`src/rtl/game_pkg.sv`:
```
// Shared game types and limits for the quiz round logic.
// Pure declarations, no latency; no flow control involved.
package game_pkg;

    typedef enum logic [1:0] {
        IDLE    = 2'd0,
        RUN     = 2'd1,
        EXPIRED = 2'd2
    } round_state_t;

    localparam int TIME_MAX  = 99;
    localparam int SCORE_MAX = 999;

    function automatic logic [9:0] sat_add(input logic [9:0] a,
                                           input logic [9:0] b,
                                           input logic [9:0] lim);
        logic [10:0] s;
        s = {1'b0, a} + {1'b0, b};
        return (s > {1'b0, lim}) ? lim : s[9:0];
    endfunction

endpackage

```
`src/rtl/sec_prescaler.sv`:
```
// One-second tick generator: counts 0..CLK_HZ-1 while en, held at 0 otherwise.
// Tick is asserted during the cycle the count sits at CLK_HZ-1.
// No backpressure; en low clears the count.
module sec_prescaler #(
    parameter int CLK_HZ = 25175000
) (
    input  logic clk,
    input  logic rst,
    input  logic en,
    output logic tick
);
    localparam int CW = (CLK_HZ > 1) ? $clog2(CLK_HZ) : 1;
    localparam logic [CW-1:0] LAST = CW'(CLK_HZ - 1);

    logic [CW-1:0] cnt;

    always_ff @(posedge clk) begin
        if (rst || !en) begin
            cnt <= '0;
        end else if (cnt == LAST) begin
            cnt <= '0;
        end else begin
            cnt <= cnt + 1'b1;
        end
    end

    assign tick = en && (cnt == LAST);

endmodule

```
`src/rtl/round_timer.sv`:
```
// Round countdown timer and score keeper; time bonus on correct answers under ROUND_TIMER_BONUS_EN.
// All outputs registered: new_round/timeout pulse one cycle after the causing event.
// No backpressure; start/answer pulses are consumed in the cycle they arrive.
module round_timer
    import game_pkg::*;
#(
    parameter int CLK_HZ     = 25175000,
    parameter int ROUND_SECS = 30,
    parameter int BONUS_SECS = 5
) (
    input  logic       clk,
    input  logic       rst,
    input  logic       start,
    input  logic       answer_valid,
    input  logic       answer_correct,
    output logic [9:0] time_left,
    output logic [9:0] score,
    output logic       new_round,
    output logic       timeout,
    output logic       running
);
`ifdef ROUND_TIMER_BONUS_EN
    localparam bit BONUS_ON = 1'b1;
`else
    localparam bit BONUS_ON = 1'b0;
`endif

    localparam logic [9:0] TL_MAX = 10'(TIME_MAX);
    localparam logic [9:0] SC_MAX = 10'(SCORE_MAX);
    localparam logic [9:0] BONUS  = 10'(BONUS_SECS);

    round_state_t state;
    logic         sec_tick;
    logic [9:0]   tl_dec;
    logic [9:0]   tl_next;

    sec_prescaler #(.CLK_HZ(CLK_HZ)) u_prescaler (
        .clk  (clk),
        .rst  (rst),
        .en   (state == RUN),
        .tick (sec_tick)
    );

    // Tick and bonus fold into one update, so a coincident tick nets +BONUS-1.
    assign tl_dec  = time_left - {9'd0, sec_tick};
    assign tl_next = sat_add(tl_dec,
                             (BONUS_ON && answer_valid && answer_correct) ? BONUS : 10'd0,
                             TL_MAX);

    always_ff @(posedge clk) begin
        if (rst) begin
            state     <= IDLE;
            time_left <= 10'(ROUND_SECS);
            score     <= '0;
            new_round <= 1'b0;
            timeout   <= 1'b0;
            running   <= 1'b0;
        end else begin
            new_round <= 1'b0;
            timeout   <= 1'b0;
            case (state)
                IDLE, EXPIRED: begin
                    if (start) begin
                        state     <= RUN;
                        running   <= 1'b1;
                        time_left <= 10'(ROUND_SECS);
                        score     <= '0;
                        new_round <= 1'b1;
                    end
                end
                RUN: begin
                    // Expiry wins over a same-cycle answer.
                    if (sec_tick && time_left == 10'd1) begin
                        state     <= EXPIRED;
                        running   <= 1'b0;
                        time_left <= '0;
                        timeout   <= 1'b1;
                    end else begin
                        time_left <= tl_next;
                        if (answer_valid) begin
                            new_round <= 1'b1;
                            if (answer_correct) begin
                                score <= sat_add(score, 10'd1, SC_MAX);
                            end
                        end
                    end
                end
                default: begin
                    state   <= IDLE;
                    running <= 1'b0;
                end
            endcase
        end
    end

endmodule

```
`config.mk`:
```
export PLATFORM = sky130hd
export DESIGN_NAME = round_timer
export DESIGN_NICKNAME = d
export VERILOG_FILES = /design/src/rtl/game_pkg.sv /design/src/rtl/sec_prescaler.sv /design/src/rtl/round_timer.sv
export SDC_FILE = /design/constraint.sdc
export NUM_CORES = 1
export LEC_CHECK = 0
export CAP_MARGIN = 20
export CORE_MARGIN = 4
export CORE_UTILIZATION = 54
export DETAILED_ROUTE_END_ITERATION = 10
export DONT_BUFFER_PORTS = 1
export PLACE_DENSITY = 0.75
export SYNTH_ARGS = -nofsm -noshare
export SYNTH_HDL_FRONTEND = slang
export SYNTH_SLANG_ARGS = --single-unit
```
`constraint.sdc`:
```
create_clock -name clk -period 8.8 [get_ports clk]
set_clock_uncertainty 0.05 [all_clocks]
set_input_delay 1.76 -clock clk [delete_from_list [all_inputs] [get_ports clk]]
set_output_delay 1.76 -clock clk [all_outputs]
set_load 0.01 [all_outputs]
```
==> flow_summary.json, run 1 <==
{
  "status": "complete, no violations",
  "postCtsSetupRepairBufs": 0,
  "numCtsBuffers": 5,
  "rsz0062_at_grt": "false",
  "seq_power_share": 0.611,
  "power_density_nw_per_um2": 134,
  "fill_cells": 479,
  "crit_slowest_cell": "or4_1",
  "wl_um": 5860,
  "antenna_found_initial": 0,
  "ios": 28,
  "syn_area_um2": 2740,
  "maxSlewViolCount": 0,
  "p_sw_frac": 0.237,
  "cts-root-buf": "clkbuf_8",
  "layout_min_cycle_time_ns": 3.68,
  "grt_usage": 0.193,
  "yosysWarnings": 0,
  "worstPathMaxFanout": 6,
  "pre_cts_slack_ns": 5.19,
  "grt_max_degree": 24,
  "setup_violations": 0,
  "die_x_um": 79.3,
  "slew_headroom": 0.355,
  "core_area_um2": 4820,
  "p_leak_nw": 0.986,
  "synth_top_area_share": 0.365,
  "p_sw_mw": 0.0896,
  "critPathLaunchType": "flip-flop",
  "antenna_cells": 0,
  "synth_async_sr_flop_share": 0,
  "rows": 25,
  "fin_ws_ns": 5.12,
  "wl_per_cell_um": 14.7,
  "num_vias": 2353,
  "clkSinkCount": 50,
  "drive_gt1_frac": 0.0422,
  "io_buffer_count": 0,
  "netlist_top_cells_count": "dfxtp_1, nor2_1, nand2_1",
  "final-hold-violation-count": 0,
  "gr-total-overflow": 0,
  "finalPower_mw": 0.378,
  "postRouteAntennaNets": 0,
  "path_class": "reg -> reg",
  "seq_area_frac_synth": 0.365,
  "globalplace.congestion": 0.856,
  "cts_hold_buffers": 0,
  "grtUsageMet1": 0.251,
  "synth-edff-count": 0,
  "cap_violations": 0,
  "dieArea_um2": 6290,
  "htree_num_levels": 2,
  "placed_area_um2": 2740,
  "synthFlopType": "dfxtp_1",
  "yosysMostFrequentCell": "dfxtp_1",
  "route.detailed.drc": 0,
  "tns_ns": 0,
  "synth_seq_cells": 50,
  "via_per_inst": 5.90,
  "yosys-top-cells-area": "dfxtp_1, xor2_1, nor2_1, a21oi_1, nand2_1",
  "yosysTopAreaCell": "dfxtp_1",
  "ir_worst_vdd_v": 0.0000872,
  "met3_usage": 0.0510,
  "critical_path.endpoint_type": "flip-flop",
  "cp.required_ns": 9.00,
  "syn_avg_cell_area_um2": 8.02,
  "min_path_type": "reg -> reg",
  "grt_pass1_wl_um": 9800,
  "yosysUniqueCellTypes": 50,
  "top_usage_layer": "met2",
  "start_util": 0.570,
  "dp_hpwl_um": 4080,
  "synthCells": 342,
  "fin_crit_sh": 0.418,
  "arrival_ns": 3.88,
  "syn_nets": 352,
  "clkPwrFrac": 0.347,
  "clk_latency_ns": 0.30,
  "power_frac_comb": 0.042,
  "path_clk_slew_ns": 0.09,
  "cts_resized": 0,
  "cts_tree": "done",
  "clock.fmax_mhz": 272,
  "fin_util": 0.587,
  "first_global_vias": 2202,
  "dr.pass1.iters": 4,
  "nets": 341,
  "tightest_slew_ns": 0.966,
  "clockBufferDepth": 2,
  "finalInstanceArea_um2": 2830,
  "drt_iter0_markers": 133,
  "area_growth_pct": 3.01,
  "p_int_mw": 0.288,
  "met2_usage": 0.306,
  "cpPeakStageDelay_ns": 0.51,
  "cp_cell_sequence": "or4_1 -> nor3_1 -> nand2_1 -> nor2_1 -> ha_1 -> ha_1 -> nor3b_2 -> mux2_2 -> o211ai_4 -> o311ai_4 -> nor4b_1 -> a211o_1",
  "crit_path_frequent_cell": "ha_1",
  "die_h_um": 79.3
}
-- path summary, 6_finish.rpt --
| kind | end | slack, ns | cells past startpoint | start |
|---|---|---|---|---|
| setup reg to reg | time_left[3] | 5.12 | 12 | u_prescaler.cnt[12] |
| setup / recovery | time_left[3] | 5.12 | 12 | u_prescaler.cnt[12] |
| hold reg to reg | u_prescaler.cnt[23] | 0.45 | 2 | u_prescaler.cnt[23] |
| hold / removal | u_prescaler.cnt[23] | 0.45 | 2 | u_prescaler.cnt[23] |
-- per-stage QoR --
step,hold WS [ns],std cells
2_1_floorplan,0.388,342
3_3_place_gp,0.402,391
3_5_place_dp,0.443,391
4_1_cts,0.457,399
5_1_grt,0.484,399
6_report,0.453,399
-- sequential cells by signal, summed over array words and instances (netlist names) --
register / cells
score: 10
timeout: 1
new_round: 1
u_prescaler.cnt: 25
state: 2
time_left: 10
running: 1
-- cell families after synthesis --
group / synth area share
XOR/XNOR: 0.0734
multiplexers: 0.00410
AO/OA/AOI/OAI: 0.160
AND/OR/NAND/NOR: 0.331
flip-flops: 0.365
adder cells (fa/ha/maj): 0.0228
buffers and inverters: 0.0442
-- placed cells by master (no fill, tap or decap), drive strengths merged, types with 3 or more instances in the layout --
cell type / count
and2: 5
and3: 12
ha: 5
o31ai: 3
xnor2: 5
o21ai: 15
nand4b: 4
nor3: 13
nand4: 8
and4: 3
clkbuf: 6
inv: 9
nand2: 35
nor4b: 3
a211o: 3
a21oi: 27
xor2: 18
nor2b: 3
or3: 5
nand3: 17
o211ai: 6
nor2: 40
nand3b: 3
dfxtp: 50
nor3b: 3
nand2b: 5
o311ai: 4
-- power by group through the flow --
stage / Clock (mW) / Sequential, mW / Combinational [mW]
2_1_floorplan: 0 / 0.235 / 0.0141
3_3_place_gp: 0 / 0.236 / 0.0156
3_5_place_dp: 0 / 0.236 / 0.0159
4_1_cts: 0.136 / 0.231 / 0.0159
5_1_grt: 0.145 / 0.231 / 0.0184
6_report: 0.131 / 0.231 / 0.0158
-- worst max-delay path, delay by kind of cell (launching register included) --
family	cells	cell delay, ns
mux	1	0.41
simple gates	6	1.78
compound gates	3	0.54
flops	1	0.34
fa+ha+maj	2	0.51
-- final cells by class --
type / instances / area (um^2) / share of cell area
multi-input combinational: 265 / 1620 / 0.574
sequential: 50 / 1000 / 0.354
tap: 67 / 83.8 / 0.0297
clock buffer: 6 / 72.6 / 0.0257
inverter: 9 / 33.8 / 0.0120
clock inverter: 2 / 13.8 / 0.00487
-- per-layer routing --
| layer | part of all wire | wire length (um) |
|---|---|---|
| met1 | 0.49 | 2880 |
| met2 | 0.44 | 2580 |
| met3 | 0.057 | 336 |
| met4 | 0.011 | 67 |
| met5 | 0 | 0 |
(Power assumes the default switching activity.)
==> run 2: changes to the inputs <==
--- a/config.mk
+++ b/config.mk
@@ -10,7 +10,7 @@
 export CORE_UTILIZATION = 54
 export DETAILED_ROUTE_END_ITERATION = 10
 export DONT_BUFFER_PORTS = 1
-export PLACE_DENSITY = 0.75
+export PLACE_DENSITY = 0.78
 export SYNTH_ARGS = -nofsm -noshare
 export SYNTH_HDL_FRONTEND = slang
 export SYNTH_SLANG_ARGS = --single-unit
==> constraint.sdc (replaced) <==
create_clock -name clk -period 3.35 [get_ports clk]
set_clock_uncertainty 0.05 [all_clocks]
set_input_delay 0.67 -clock clk [delete_from_list [all_inputs] [get_ports clk]]
set_output_delay 0.67 -clock clk [all_outputs]
set_load 0.01 [all_outputs]
==> flow_summary.json, run 2 (same netlist as run 1, synthesis figures left out) <==
{
  "status": "complete, no violations",
  "top_register": "u_prescaler.cnt",
  "p_sw_mw": 0.239,
  "finalPower_mw": 1.07,
  "postRouteAntennaNets": 0,
  "wl_um": 6090,
  "hold_slack_ns": 0.371,
  "clkSinkCount": 50,
  "setup_violations": 0,
  "area_growth_pct": 9.21,
  "layout_commonest_cell": "dfxtp_1",
  "finalInstanceArea_um2": 3000,
  "cap_violations": 0,
  "seq_power_share": 0.566,
  "die_x_um": 79.3,
  "start_util": 0.570,
  "dp_hpwl_um": 4200,
  "pre_cts_slack_ns": 0.0213,
  "path_clk_slew_ns": 0.09,
  "fin_crit_sh": 0.951,
  "drt_iter0_markers": 123,
  "p_sw_frac": 0.224,
  "critPathLaunchType": "flip-flop",
  "cpPeakStageDelay_ns": 0.54,
  "slew_headroom": 0.469,
  "clock.fmax_mhz": 314,
  "final_cell_mix": "dfxtp_1, nor2_1, nand2_1",
  "path_class": "reg -> reg",
  "critical_path.endpoint_type": "flip-flop",
  "route.detailed.drc": 0,
  "grt_max_degree": 24,
  "largest_register_ffs": 25,
  "rows": 25,
  "maxSlewViolCount": 0,
  "gr-total-overflow": 0,
  "placed_area_um2": 2820,
  "ios": 28,
  "numCtsBuffers": 5,
  "globalplace.congestion": 0.852,
  "power_density_nw_per_um2": 357,
  "dr.pass1.iters": 4,
  "antenna_cells": 0,
  "dieArea_um2": 6290,
  "grt_usage": 0.205,
  "num_vias": 2419,
  "worstPathMaxFanout": 6,
  "clkPwrFrac": 0.392,
  "die_h_um": 79.3,
  "cts_tree": "done",
  "crit_path_frequent_cell": "ha_2",
  "cp_cell_sequence": "or4bb_4 -> nor3_4 -> nand2_1 -> nor2_1 -> ha_2 -> ha_2 -> nor3b_4 -> xor2_1 -> a32oi_2 -> o311ai_4 -> o21ai_1 -> a211o_1",
  "via_per_inst": 5.89,
  "clk_latency_ns": 0.30,
  "clockBufferDepth": 2,
  "first_global_vias": 2235,
  "nets": 353,
  "cp.required_ns": 3.50,
  "io_buffer_count": 0,
  "rsz0062_at_grt": "false",
  "p_int_mw": 0.832,
  "arrival_ns": 3.34,
  "drive_gt1_frac": 0.110,
  "p_leak_nw": 1.09,
  "grt_pass1_wl_um": 10500,
  "cts-root-buf": "clkbuf_8",
  "min_path_type": "in -> reg",
  "tns_ns": 0,
  "htree_num_levels": 2,
  "antenna_found_initial": 0,
  "layout_min_cycle_time_ns": 3.19,
  "wl_per_cell_um": 14.8,
  "top_regs": "u_prescaler.cnt (25), score (10), time_left (10)",
  "ir_worst_vdd_v": 0.000285,
  "power_frac_comb": 0.042,
  "crit_slowest_cell": "or4bb_4",
  "tightest_slew_ns": 0.795,
  "final-hold-violation-count": 0,
  "fin_ws_ns": 0.164,
  "core_area_um2": 4820
}
[run 2: metal layers]
metal / global-route usage / vias to the layer above / part of all wire
met1: 0.283 / 1141 / 0.48
met3: 0.0488 / 6 / 0.053
li1: - / 1224 / -
met4: 0.0533 / 0 / 0.011
met2: 0.321 / 48 / 0.46
met5: 0 / - / 0
[run 2: power by group through the flow]
| stage | Combinational, mW | Sequential, mW | Clock [mW] |
|---|---|---|---|
| finish | 0.0451 | 0.607 | 0.419 |
| detailed placement | 0.0439 | 0.620 | 0 |
| global placement | 0.0430 | 0.620 | 0 |
| global route | 0.0516 | 0.608 | 0.459 |
| floorplan | 0.0370 | 0.618 | 0 |
| CTS | 0.0442 | 0.607 | 0.429 |
[run 2: what timing repair did]
item | CTS | global route
hold buffers | 0 | 0
endpoints found under the setup margin | 2 | 5
pin swaps | 0 | 7
setup buffers | 0 | 1
gates resized for setup | 1 | 15
gates cloned | 0 | 0
[run 2: worst paths after layout]
path	from	to	slack, ns	depth (start not counted)
setup / recovery	u_prescaler.cnt[24]	time_left[3]	0.16	12
hold / removal	rst	time_left[5]	0.37	1
hold reg to reg	u_prescaler.cnt[0]	u_prescaler.cnt[0]	0.40	1
setup reg to reg	u_prescaler.cnt[24]	time_left[3]	0.16	12
[run 2: worst max-delay path, delay by kind of cell (launching register included)]
family / cells / cell delay [ns]
AND/OR/NAND/NOR: 5 / 1.22
adder cells (fa/ha/maj): 2 / 0.39
XOR/XNOR: 1 / 0.20
AO/OA/AOI/OAI: 4 / 0.89
flip-flops: 1 / 0.34
[run 2: cell type report]
cell class	instances	area [um^2]
clock buffer	5	68.8
clock inverter	3	40.0
fill	456	1820
inverter	9	33.8
multi-input combinational	265	1670
sequential	50	1010
tap	67	83.8
timing repair buffer	12	90.1
[run 2: through the flow]
| step | cells | util |
|---|---|---|
| 2_1_floorplan | 342 | - |
| 3_3_place_gp | 402 | 0.586 |
| 3_5_place_dp | 402 | 0.586 |
| 4_1_cts | 410 | 0.610 |
| 5_1_grt | 411 | 0.622 |
| 6_report | 411 | 0.622 |
==> run 3: changes to the inputs <==
--- a/config.mk
+++ b/config.mk
@@ -5,12 +5,12 @@
 export SDC_FILE = /design/constraint.sdc
 export NUM_CORES = 1
 export LEC_CHECK = 0
-export CAP_MARGIN = 20
 export CORE_MARGIN = 4
-export CORE_UTILIZATION = 54
+export CORE_UTILIZATION = 35
 export DETAILED_ROUTE_END_ITERATION = 10
 export DONT_BUFFER_PORTS = 1
-export PLACE_DENSITY = 0.78
+export PLACE_DENSITY = 0.57
+export RECOVER_POWER = 100
 export SYNTH_ARGS = -nofsm -noshare
 export SYNTH_HDL_FRONTEND = slang
 export SYNTH_SLANG_ARGS = --single-unit
==> flow_summary.json, run 3 (same netlist as run 1, synthesis figures left out) <==
{
  "postRouteAntennaNets": 0,
  "clk_latency_ns": 0.30,
  "crit_slowest_cell": "or4bb_1",
  "area_growth_pct": 9.53,
  "top_regs": "u_prescaler.cnt (25), score (10), time_left (10)",
  "hp-start": "rst",
  "multi_input_area_um2": 1650,
  "dieArea_um2": 9320,
  "htree_num_levels": 2,
  "final-hold-violation-count": 0,
  "cap_violations": 0,
  "clkSinkCount": 50,
  "rows": 32,
  "via_per_inst": 5.32,
  "status": "complete, no violations",
  "antenna_cells": 0,
  "fin_crit_sh": 0.965,
  "worstPathMaxFanout": 6,
  "path_clk_slew_ns": 0.09,
  "ir_worst_vdd_v": 0.000150,
  "fill_cells": 850,
  "top_register": "u_prescaler.cnt",
  "cp.required_ns": 3.50,
  "r2r_slack_ns": 0.12,
  "wl_um": 6110,
  "grt_max_degree": 24,
  "grt_usage": 0.136,
  "pre_cts_slack_ns": 0.0591,
  "cts_hold_buffers": 0,
  "critPathLaunchType": "flip-flop",
  "dp_hpwl_um": 4350,
  "p_leak_nw": 1.06,
  "ios": 28,
  "core_area_um2": 7690,
  "cp_cell_sequence": "or4bb_1 -> nor3_2 -> nand2_1 -> nor2_1 -> ha_2 -> or4b_4 -> nor3_4 -> a32oi_1 -> o311ai_4 -> o21ai_1 -> a211o_1",
  "path_class": "reg -> reg",
  "clock.fmax_mhz": 309,
  "fin_util": 0.391,
  "final_cell_mix": "dfxtp_1, nor2_1, nand2_1",
  "layout_commonest_cell": "dfxtp_1",
  "first_global_vias": 2200,
  "cts_tree": "done",
  "maxSlewViolCount": 0,
  "die_h_um": 96.5,
  "num_vias": 2380,
  "ff2ff_path_depth": 11,
  "largest_register_ffs": 25,
  "dr.pass1.iters": 4,
  "drive_gt1_frac": 0.0812,
  "numCtsBuffers": 5,
  "power_density_nw_per_um2": 357,
  "register_area_um2": 1000,
  "clockBufferDepth": 2,
  "min_to": "time_left[6]",
  "io_buffer_count": 0,
  "hold_depth": 1,
  "drt_iter0_markers": 92,
  "antenna_found_initial": 0,
  "die_x_um": 96.5,
  "layout_min_cycle_time_ns": 3.23,
  "slew_headroom": 0.478,
  "cpPeakStageDelay_ns": 0.51,
  "route.detailed.drc": 0,
  "setup_violations": 0,
  "gr-total-overflow": 0,
  "grt_pass1_wl_um": 10300,
  "cts-root-buf": "clkbuf_8",
  "globalplace.congestion": 0.810,
  "wl_per_cell_um": 13.7,
  "nets": 354,
  "reg2reg_from": "u_prescaler.cnt[23]",
  "tightest_slew_ns": 0.782,
  "r2r_end": "time_left[3]",
  "critical_path.endpoint_type": "flip-flop",
  "fin_ws_ns": 0.118,
  "arrival_ns": 3.38,
  "min_path_type": "in -> reg",
  "start_util": 0.357,
  "postCtsSetupRepairBufs": 0
}
[run 3: cell types whose count changed in the layout (fill, tap and decap cells not counted), sizes merged]
| cell | before | now |
|---|---|---|
| clkbuf | 5 | 11 |
| clkinv | 2 | 0 |
| clkinvlp | 0 | 1 |
| buf | 12 | 8 |
[run 3: critical path: cells and delay by family (launching register included)]
family	cells	cell delay, ns
compound gates	4	0.97
fa+ha+maj	1	0.21
flops	1	0.35
simple gates	6	1.55
[run 3: how the worst max path moves through the flow]
stage                              from           end  slack (ns)  depth (start not counted)
finish              u_prescaler.cnt[23]  time_left[3]        0.12                         11
global route        u_prescaler.cnt[23]  time_left[3]       -0.02                         12
CTS                 u_prescaler.cnt[12]  time_left[3]        0.02                         12
detailed placement  u_prescaler.cnt[12]  time_left[3]        0.06                         11
global placement    u_prescaler.cnt[12]  time_left[3]        0.13                         11
floorplan           u_prescaler.cnt[12]  time_left[3]        0.07                         12
[run 3: power by group]
part           internal, mW  switching (mW)  leakage, nW  total [mW]
Clock                 0.223           0.197       0.0514       0.420
Sequential            0.599         0.00704        0.405       0.606
Combinational        0.0129          0.0325        0.608      0.0454
[run 3: layout make-up]
cell class | count | area share
clock buffer | 6 | 0.0241
clock inverter | 2 | 0.0125
inverter | 9 | 0.0112
multi-input combinational | 265 | 0.548
sequential | 50 | 0.334
tap | 102 | 0.0425
timing repair buffer | 13 | 0.0275
[run 3: repair_timing]
action | in CTS | in global routing
setup endpoints to repair | 0 | 4
endpoints found under the hold margin | 0 | 0
gates resized for setup | 0 | 7
[run 3: stage by stage]
step	cell area (um^2)	cells	hold WS (ns)	setup TNS, ns	power, mW
floorplan	2740	342	0.388	0	0.655
global placement	2880	439	0.438	0	0.666
CTS	2990	447	0.365	0	1.09
finish	3010	447	0.380	0	1.07
detailed placement	2880	439	0.445	0	0.666
global route	3010	447	0.358	-0.0221	1.13
[run 3: routing by layer]
metal	wire (um)	track usage	share of wire	vias to the layer above
li1	-	-	-	1220
met1	3080	0.195	0.50	1104
met2	2620	0.206	0.43	49
met3	339	0.0310	0.056	7
met4	70	0.0350	0.011	0
met5	0	0	0	-
